`config.mk`:
```
export PLATFORM = sky130hd
export DESIGN_NAME = ahb_copy_master
export DESIGN_NICKNAME = d
export VERILOG_FILES = /design/src/rtl/ahb_pkg.sv /design/src/rtl/ahb_copy_master.sv
export SDC_FILE = /design/constraint.sdc
export NUM_CORES = 1
export LEC_CHECK = 0
export CAP_MARGIN = 5
export CELL_PAD_IN_SITES_DETAIL_PLACEMENT = 1
export CELL_PAD_IN_SITES_GLOBAL_PLACEMENT = 2
export CORE_UTILIZATION = 26
export CTS_CLUSTER_SIZE = 30
export DETAILED_ROUTE_END_ITERATION = 16
export PLACE_DENSITY = 0.87
export RECOVER_POWER = 50
export SYNTH_ARGS = -nofsm -noshare
export SYNTH_HDL_FRONTEND = slang
export SYNTH_SLANG_ARGS = --single-unit
export TNS_END_PERCENT = 20
```
`constraint.sdc`:
```
create_clock -name s_clk_i -period 4.3 [get_ports s_clk_i]
set_clock_uncertainty 0.2 [all_clocks]
set_input_delay 0.86 -clock s_clk_i [delete_from_list [all_inputs] [get_ports s_clk_i]]
set_output_delay 0.86 -clock s_clk_i [all_outputs]
set_load 0.005 [all_outputs]
```
`src/rtl/ahb_pkg.sv`:
```
// Shared AHB3-Lite encodings and the copy-engine state type.
package ahb_pkg;

  localparam logic [1:0] HTRANS_IDLE   = 2'b00;
  localparam logic [1:0] HTRANS_BUSY   = 2'b01;
  localparam logic [1:0] HTRANS_NONSEQ = 2'b10;
  localparam logic [1:0] HTRANS_SEQ    = 2'b11;

  localparam logic [2:0] HSIZE_WORD    = 3'b010;
  localparam logic [2:0] HBURST_SINGLE = 3'b000;
  localparam logic [3:0] HPROT_DATA    = 4'b0011;

  typedef enum logic [1:0] {
    ST_IDLE,
    ST_RA,
    ST_RD_WA,
    ST_WD_RA
  } copy_state_t;

endpackage

```
`src/rtl/ahb_copy_master.sv`:
```
// AHB3-Lite block-copy initiator: overlaps read and write data phases,
// forwarding each word's checksum untouched.
module ahb_copy_master
  import ahb_pkg::*;
#(
  parameter int unsigned AW    = 32,
  parameter int unsigned LEN_W = 16
) (
  input  logic             s_clk_i,
  input  logic             s_reset_i,
  input  logic             cmd_valid_i,
  output logic             cmd_ready_o,
  input  logic [AW-1:0]    src_i,
  input  logic [AW-1:0]    dst_i,
  input  logic [LEN_W-1:0] len_i,
  output logic             busy_o,
  output logic             done_o,
  output logic             err_o,
  output logic [LEN_W-1:0] count_o,
  output logic [AW-1:0]    m_haddr_o,
  output logic [1:0]       m_htrans_o,
  output logic             m_hwrite_o,
  output logic [2:0]       m_hsize_o,
  output logic [2:0]       m_hburst_o,
  output logic [3:0]       m_hprot_o,
  output logic             m_hmastlock_o,
  output logic [31:0]      m_hwdata_o,
  output logic [6:0]       m_hwchecksum_o,
  input  logic [31:0]      m_hrdata_i,
  input  logic [6:0]       m_hrchecksum_i,
  input  logic             m_hready_i,
  input  logic             m_hresp_i
);

  copy_state_t      r_state, w_state_nxt;
  logic [AW-1:0]    r_src, r_dst;
  logic [LEN_W-1:0] r_len, r_cnt;
  logic [31:0]      r_wdata;
  logic [6:0]       r_wchk;
  logic             r_done, r_err;

  logic             w_accept, w_src_adv, w_dst_adv, w_capture, w_cnt_inc;
  logic             w_done_nxt, w_err_nxt, w_remain;
  logic [1:0]       w_htrans;
  logic [AW-1:0]    w_haddr;
  logic             w_hwrite;

  // r_cnt equals the index of the word in its write data phase
  assign w_remain = (r_cnt != r_len - LEN_W'(1));

  always_comb begin
    w_state_nxt = r_state;
    w_accept    = 1'b0;
    w_src_adv   = 1'b0;
    w_dst_adv   = 1'b0;
    w_capture   = 1'b0;
    w_cnt_inc   = 1'b0;
    w_done_nxt  = 1'b0;
    w_err_nxt   = 1'b0;
    w_htrans    = HTRANS_IDLE;
    w_haddr     = '0;
    w_hwrite    = 1'b0;
    case (r_state)
      ST_IDLE: begin
        if (cmd_valid_i) begin
          w_accept = 1'b1;
          if (len_i == '0) w_done_nxt = 1'b1;
          else             w_state_nxt = ST_RA;
        end
      end
      ST_RA: begin
        w_htrans = HTRANS_NONSEQ;
        w_haddr  = r_src;
        if (m_hready_i) begin
          w_src_adv   = 1'b1;
          w_state_nxt = ST_RD_WA;
        end
      end
      ST_RD_WA: begin
        w_htrans = m_hresp_i ? HTRANS_IDLE : HTRANS_NONSEQ;
        w_haddr  = r_dst;
        w_hwrite = 1'b1;
        if (m_hready_i) begin
          if (m_hresp_i) begin
            w_done_nxt  = 1'b1;
            w_err_nxt   = 1'b1;
            w_state_nxt = ST_IDLE;
          end else begin
            w_capture   = 1'b1;
            w_dst_adv   = 1'b1;
            w_state_nxt = ST_WD_RA;
          end
        end
      end
      ST_WD_RA: begin
        w_htrans = (w_remain && !m_hresp_i) ? HTRANS_NONSEQ : HTRANS_IDLE;
        w_haddr  = r_src;
        if (m_hready_i) begin
          if (m_hresp_i) begin
            w_done_nxt  = 1'b1;
            w_err_nxt   = 1'b1;
            w_state_nxt = ST_IDLE;
          end else begin
            w_cnt_inc = 1'b1;
            if (w_remain) begin
              w_src_adv   = 1'b1;
              w_state_nxt = ST_RD_WA;
            end else begin
              w_done_nxt  = 1'b1;
              w_state_nxt = ST_IDLE;
            end
          end
        end
      end
      default: w_state_nxt = ST_IDLE;
    endcase
  end

  always_ff @(posedge s_clk_i) begin
    if (s_reset_i) r_state <= ST_IDLE;
    else           r_state <= w_state_nxt;
  end

  always_ff @(posedge s_clk_i) begin
    if (s_reset_i) begin
      r_src   <= '0;
      r_dst   <= '0;
      r_len   <= '0;
      r_cnt   <= '0;
      r_wdata <= '0;
      r_wchk  <= '0;
      r_done  <= 1'b0;
      r_err   <= 1'b0;
    end else begin
      r_done <= w_done_nxt;
      r_err  <= w_err_nxt;
      if (w_accept) begin
        r_src <= src_i & ~AW'(3);
        r_dst <= dst_i & ~AW'(3);
        r_len <= len_i;
        r_cnt <= '0;
      end
      if (w_src_adv) r_src <= r_src + AW'(4);
      if (w_dst_adv) r_dst <= r_dst + AW'(4);
      if (w_capture) begin
        r_wdata <= m_hrdata_i;
        r_wchk  <= m_hrchecksum_i;
      end
      if (w_cnt_inc) r_cnt <= r_cnt + LEN_W'(1);
    end
  end

  assign cmd_ready_o    = (r_state == ST_IDLE);
  assign busy_o         = (r_state != ST_IDLE);
  assign done_o         = r_done;
  assign err_o          = r_err;
  assign count_o        = r_cnt;
  assign m_haddr_o      = w_haddr;
  assign m_htrans_o     = w_htrans;
  assign m_hwrite_o     = w_hwrite;
  assign m_hsize_o      = HSIZE_WORD;
  assign m_hburst_o     = HBURST_SINGLE;
  assign m_hprot_o      = HPROT_DATA;
  assign m_hmastlock_o  = 1'b0;
  assign m_hwdata_o     = r_wdata;
  assign m_hwchecksum_o = r_wchk;

endmodule

```
# Word-level counts from Yosys, hierarchy flattened
# Cells that the tools add are included.
[classes]
n_reduce_logical = 12
add_sub_neg = 4
eq_ne = 9
bitwise = 1
mux = 39
[op_table]
columns = ["op", "n"]
rows = [
  ["32-bit two-way mux", 4],
  ["32-bit by 3-bit adder with 32-bit output, second input constant", 2],
  ["32-bit case mux with 2 select lines", 1],
  ["16-bit two-way mux", 2],
  ["2-bit two-way mux", 10],
  ["1-bit two-way mux", 18],
  ["16-bit by 1-bit adder with 16-bit output, second input constant", 1],
  ["16-bit logical NOT", 1],
  ["16-bit inequality test", 1],
  ["16-bit by 1-bit subtractor with 16-bit output, second input constant", 1],
  ["2-bit inequality test, second input constant", 5],
  ["2-bit case mux with 4 select lines", 1],
  ["2-bit nonzero test", 4],
  ["2-bit case mux with 3 select lines", 1],
  ["2-bit OR reduction", 3],
  ["5-bit AND reduction", 1],
  ["2-bit equality test, second input constant", 2],
  ["1-bit case mux with 3 select lines", 1],
  ["2-bit by 1-bit equality test with 1-bit output, second input constant", 1],
  ["2-bit logical NOT", 1],
  ["1-bit case mux with 2 select lines", 1],
  ["1-bit logical AND", 1],
  ["1-bit logical NOT", 1],
  ["1-bit inverter", 1],
]
[word_totals]
reg_bits = 139
out_inout_bits = 105
input_bits = 124

# Logic depth before layout (Yosys ltp)
[depth]
ltp_word = 7
ltp_mapped = 11

# Worst setup path before layout
# Ideal clock, no wire load.
[synth_path]
path_kind = "reg2out"
from = "register r_len[0]"
to = "output port m_htrans_o[1]"
t_required_ps = 3240
arrival_ps = 2333
path_slack_ps = 907
stages_incl_launch_ff = 11
path_buffers = 1
cell_sequence = "dfxtp_1 inv_1 ha_1 nor3b_1 a2111oi_0 or4b_1 o31ai_4 nor4_1 a21o_1 a21oi_1 buf_4"
[synth_via]
elab_chain_cells = 5
[synth_lines]
columns = ["item", "line", "source"]
rows = [
  ["start, declared", "ahb_copy_master.sv:37", "logic [LEN_W-1:0] r_len, r_cnt;"],
  ["start signal, assigned", "ahb_copy_master.sv:140", "r_len <= len_i;"],
  ["16-bit by 1-bit subtractor with 16-bit output", "ahb_copy_master.sv:49", "assign w_remain = (r_cnt != r_len - LEN_W'(1));"],
  ["16-bit inequality test", "ahb_copy_master.sv:49", ""],
  ["1-bit logical AND", "ahb_copy_master.sv:96", "w_htrans = (w_remain && !m_hresp_i) ? HTRANS_NONSEQ : HTRANS_IDLE;"],
  ["2-bit two-way mux", "ahb_copy_master.sv:96", ""],
  ["2-bit case mux with 3 select lines", "ahb_copy_master.sv:63", "case (r_state)"],
  ["end, declared", "ahb_copy_master.sv:21", "output logic [1:0] m_htrans_o,"],
]
# No other way between the ends.

# Worst setup path in the final report
# Same ends and word-level chain as after synthesis.

==> qor.yml <==
core_area_mm2: 0.0272
setup.worst_path.end_class: "primary output"
status: "finished with violations"
synth_ff_type: "dfxtp_1"
routed_wl_um: 27900
r2r_cells: 10
vias_per_cell: 5.21
power.density_mw_per_mm2: 351
regArea_mm2: 0.00271
synth_area_per_cell_um2: 7.77
syn_area_mm2: 0.00728
cts_buffer_depth: 2
holdPathStages: 2
fill_cells: 3283
path_depth: 8
rrSetupSlack_ns: 0.63
utilization_pct: 38.0
dr.max_layer_used: "met4"
p_leak_uw: 0.00372
slowest_delay_ns: 0.51
gp_congestion: 0.812
grt_overflow: 0
met1_length_um: 12500
cts_tree: "yes"
cts_num_sinks: 135
drv_cap: 1
violations: "max-capacitance violations, max-slew violations"
max_clock_freq_mhz: 255
initial_utilization_pct: 26.8
io_pins: 229
arrival_ns: 2.87
period_needed_ns: 3.93
slew-limit-headroom_pct: -10.4
ir_drop_mv: 0.162
crit_buf_inv: 1
track_usage_pct: 19.6
grt_max_degree: 71
multi_input_area_mm2: 0.00420
layout-drive-gt1-share_pct: 6.57
io_buffers: 210
setup_violations: 0
ys_async_sr_fraction_pct: 0
yosysTopAreaCell: "dfxtp_1"
place_ws_ns: 0.248
rsz0062_at_grt: "false"
area_growth_pct: 41.9
worst_slack_ns: 0.371
dr.pass1.iters: 4
fp.dieW_um: 169
wl_per_cell_um: 18.6
fin_setup_tns_ns: 0
wl_met3_um: 2110
rows: 60
dr_wl_met2_um: 12800
period_share_pct: 91.4
synth_area_leaders: "dfxtp_1, nand2_1, a21oi_1"
hpwlAfterDp_um: 20200
hold_violations: 0
die_area_mm2: 0.0287
clock_latency_ns: 0.43
grt_pass1_vias: 7797
die_h_um: 169
crit_family: "simple AND/OR/NAND/NOR gates"
hold_path.class: "flip-flop to flip-flop"
slowest_stage: "or3_1"
yosysTopAreaCellShare_pct: 37.1
final_antenna_net_count: 0
cts-buffers-inserted: 17
ys_ff_latch: 135
drt_iter0_markers: 453
timing.setup.critical_path_class: "flip-flop to primary output"
post_synth_num_cell_types: 64
yosysSeqAreaShare_pct: 37.1
crit_required_ns: 3.24
worstPathCellList: "or3_1 > or4_1 > a22oi_1 > nand4b_1 > nor4_4 > a21o_1 > a21oi_1 > dlymetal6s2s_1"
nNetsFinal: 1241
clkTransAtPathRegs_ns: 0.07
root_buffer: "clkbuf_16"
yosysWarnings: 0
ctsHoldBuffers: 0
drc: 0
syn_inst: 937
synth-edff-count: 0
htreeDepth: 4
drv_slew: 34
start_kind: "flip-flop"
grt_pass1_wl_um: 43700
via_count: 7818
antenna_found_initial: 2
cp_max_fo: 6
tightest_slew_ns: 1.66
-- power by group --
part	leakage (uW)	internal (uW)	switching (uW)
logic	0.00230	278	285
registers	0.00110	1310	85.6
clock network	0.000312	1040	624
total	0.00372	2630	995
-- cells in the mapped netlist, types with 15 or more instances --
cell type and count:
dfxtp_1 135, o21ai_0 18, and3_1 21, buf_4 15
clkbuf_1 54, nor2_1 66, xnor2_1 16, nand3_1 28
a21oi_1 114, inv_1 15, nand2_1 182, a22o_1 31
a22oi_1 15
-- kinds of logic (layout without fill, tap and decap cells) --
family          Yosys count  in the layout  synth area share, %
compound gates          274            274                 26.0
xor+xnor                 23             23                 2.77
fa+ha+maj                 4              4                0.688
buf+inv                  98            275                 6.17
flops                   135            135                 37.1
mux                       8              8                 1.17
other cells               2             16                0.103
simple gates            393            393                 26.0
-- through the flow --
stage	power [uW]	hold slack [ns]	std cells	instance area [um^2]
final	3620	0.251	1500	10300
after CTS	3650	0.258	1498	10400
after global placement	1970	0.241	1465	9660
after global routing	3760	0.279	1498	10300
after detailed placement	1980	0.249	1465	9660
after floorplan	1720	0.246	949	7320
-- worst reg2reg max path, cell delays in order (launching register included) --
cell and delay [ns]:
dfxtp_4 0.36, or3_1 0.51, or4_1 0.51, a22oi_1 0.21, nand4b_1 0.21, buf_4 0.20
o41ai_4 0.48, a2111oi_4 0.22, buf_4 0.24, or3_1 0.31, a21oi_1 0.14
-- layer usage --
metal,vias to the layer above,GRT usage (%)
li1,3713,-
met1,3822,24.8
met2,249,31.8
met3,34,6.25
met4,0,5.48
met5,-,0
-- layout by cell type, fill, tap and decap left out, drive strengths merged, types with 14 or more instances in the layout --
master and n:
nor4 16, and3 21, a22o 31, conb 14, nor3 14, o21ai 18, buf 14, inv 18
nand3 28, a31oi 14, clkbuf 23, dfxtp 135, a21oi 115, nand2 182, clkdlybuf4s50 150, dlygate4sd3 58
a22oi 15, xnor2 16, nor2 66
-- what timing repair did --
action	CTS	global route
resized for setup	8	1
setup endpoints to repair	1	1
endpoints found under the hold margin	0	0
pin swaps	2	1
buffers inserted	1	0
-- registers in the layout (all words and copies together) (netlist names) --
name	cells
r_dst	30
count_o	16
r_len	16
err_o	1
m_hwchecksum_o	7
r_src	30
m_hwdata_o	32
done_o	1
r_state	2
-- area by class of cell --
cell class                 count  share of cell area [%]
inverter                      15                   0.545
clock buffer                  18                    4.16
sequential                   135                    26.2
timing repair buffer         228                    21.7
clock inverter                14                    2.16
antenna                        2                  0.0485
multi-input combinational    716                    40.6
tap                          372                    4.51
-- worst paths after layout --
kind	endpoint	start
setup / recovery	m_htrans_o[1]	r_len[0]
hold reg to reg	m_hwdata_o[11]	m_hwdata_o[11]
hold / removal	m_hwdata_o[11]	m_hwdata_o[11]
setup reg to reg	r_src[12]	r_len[0]
Note: power is estimated with default switching activity, not from simulation.
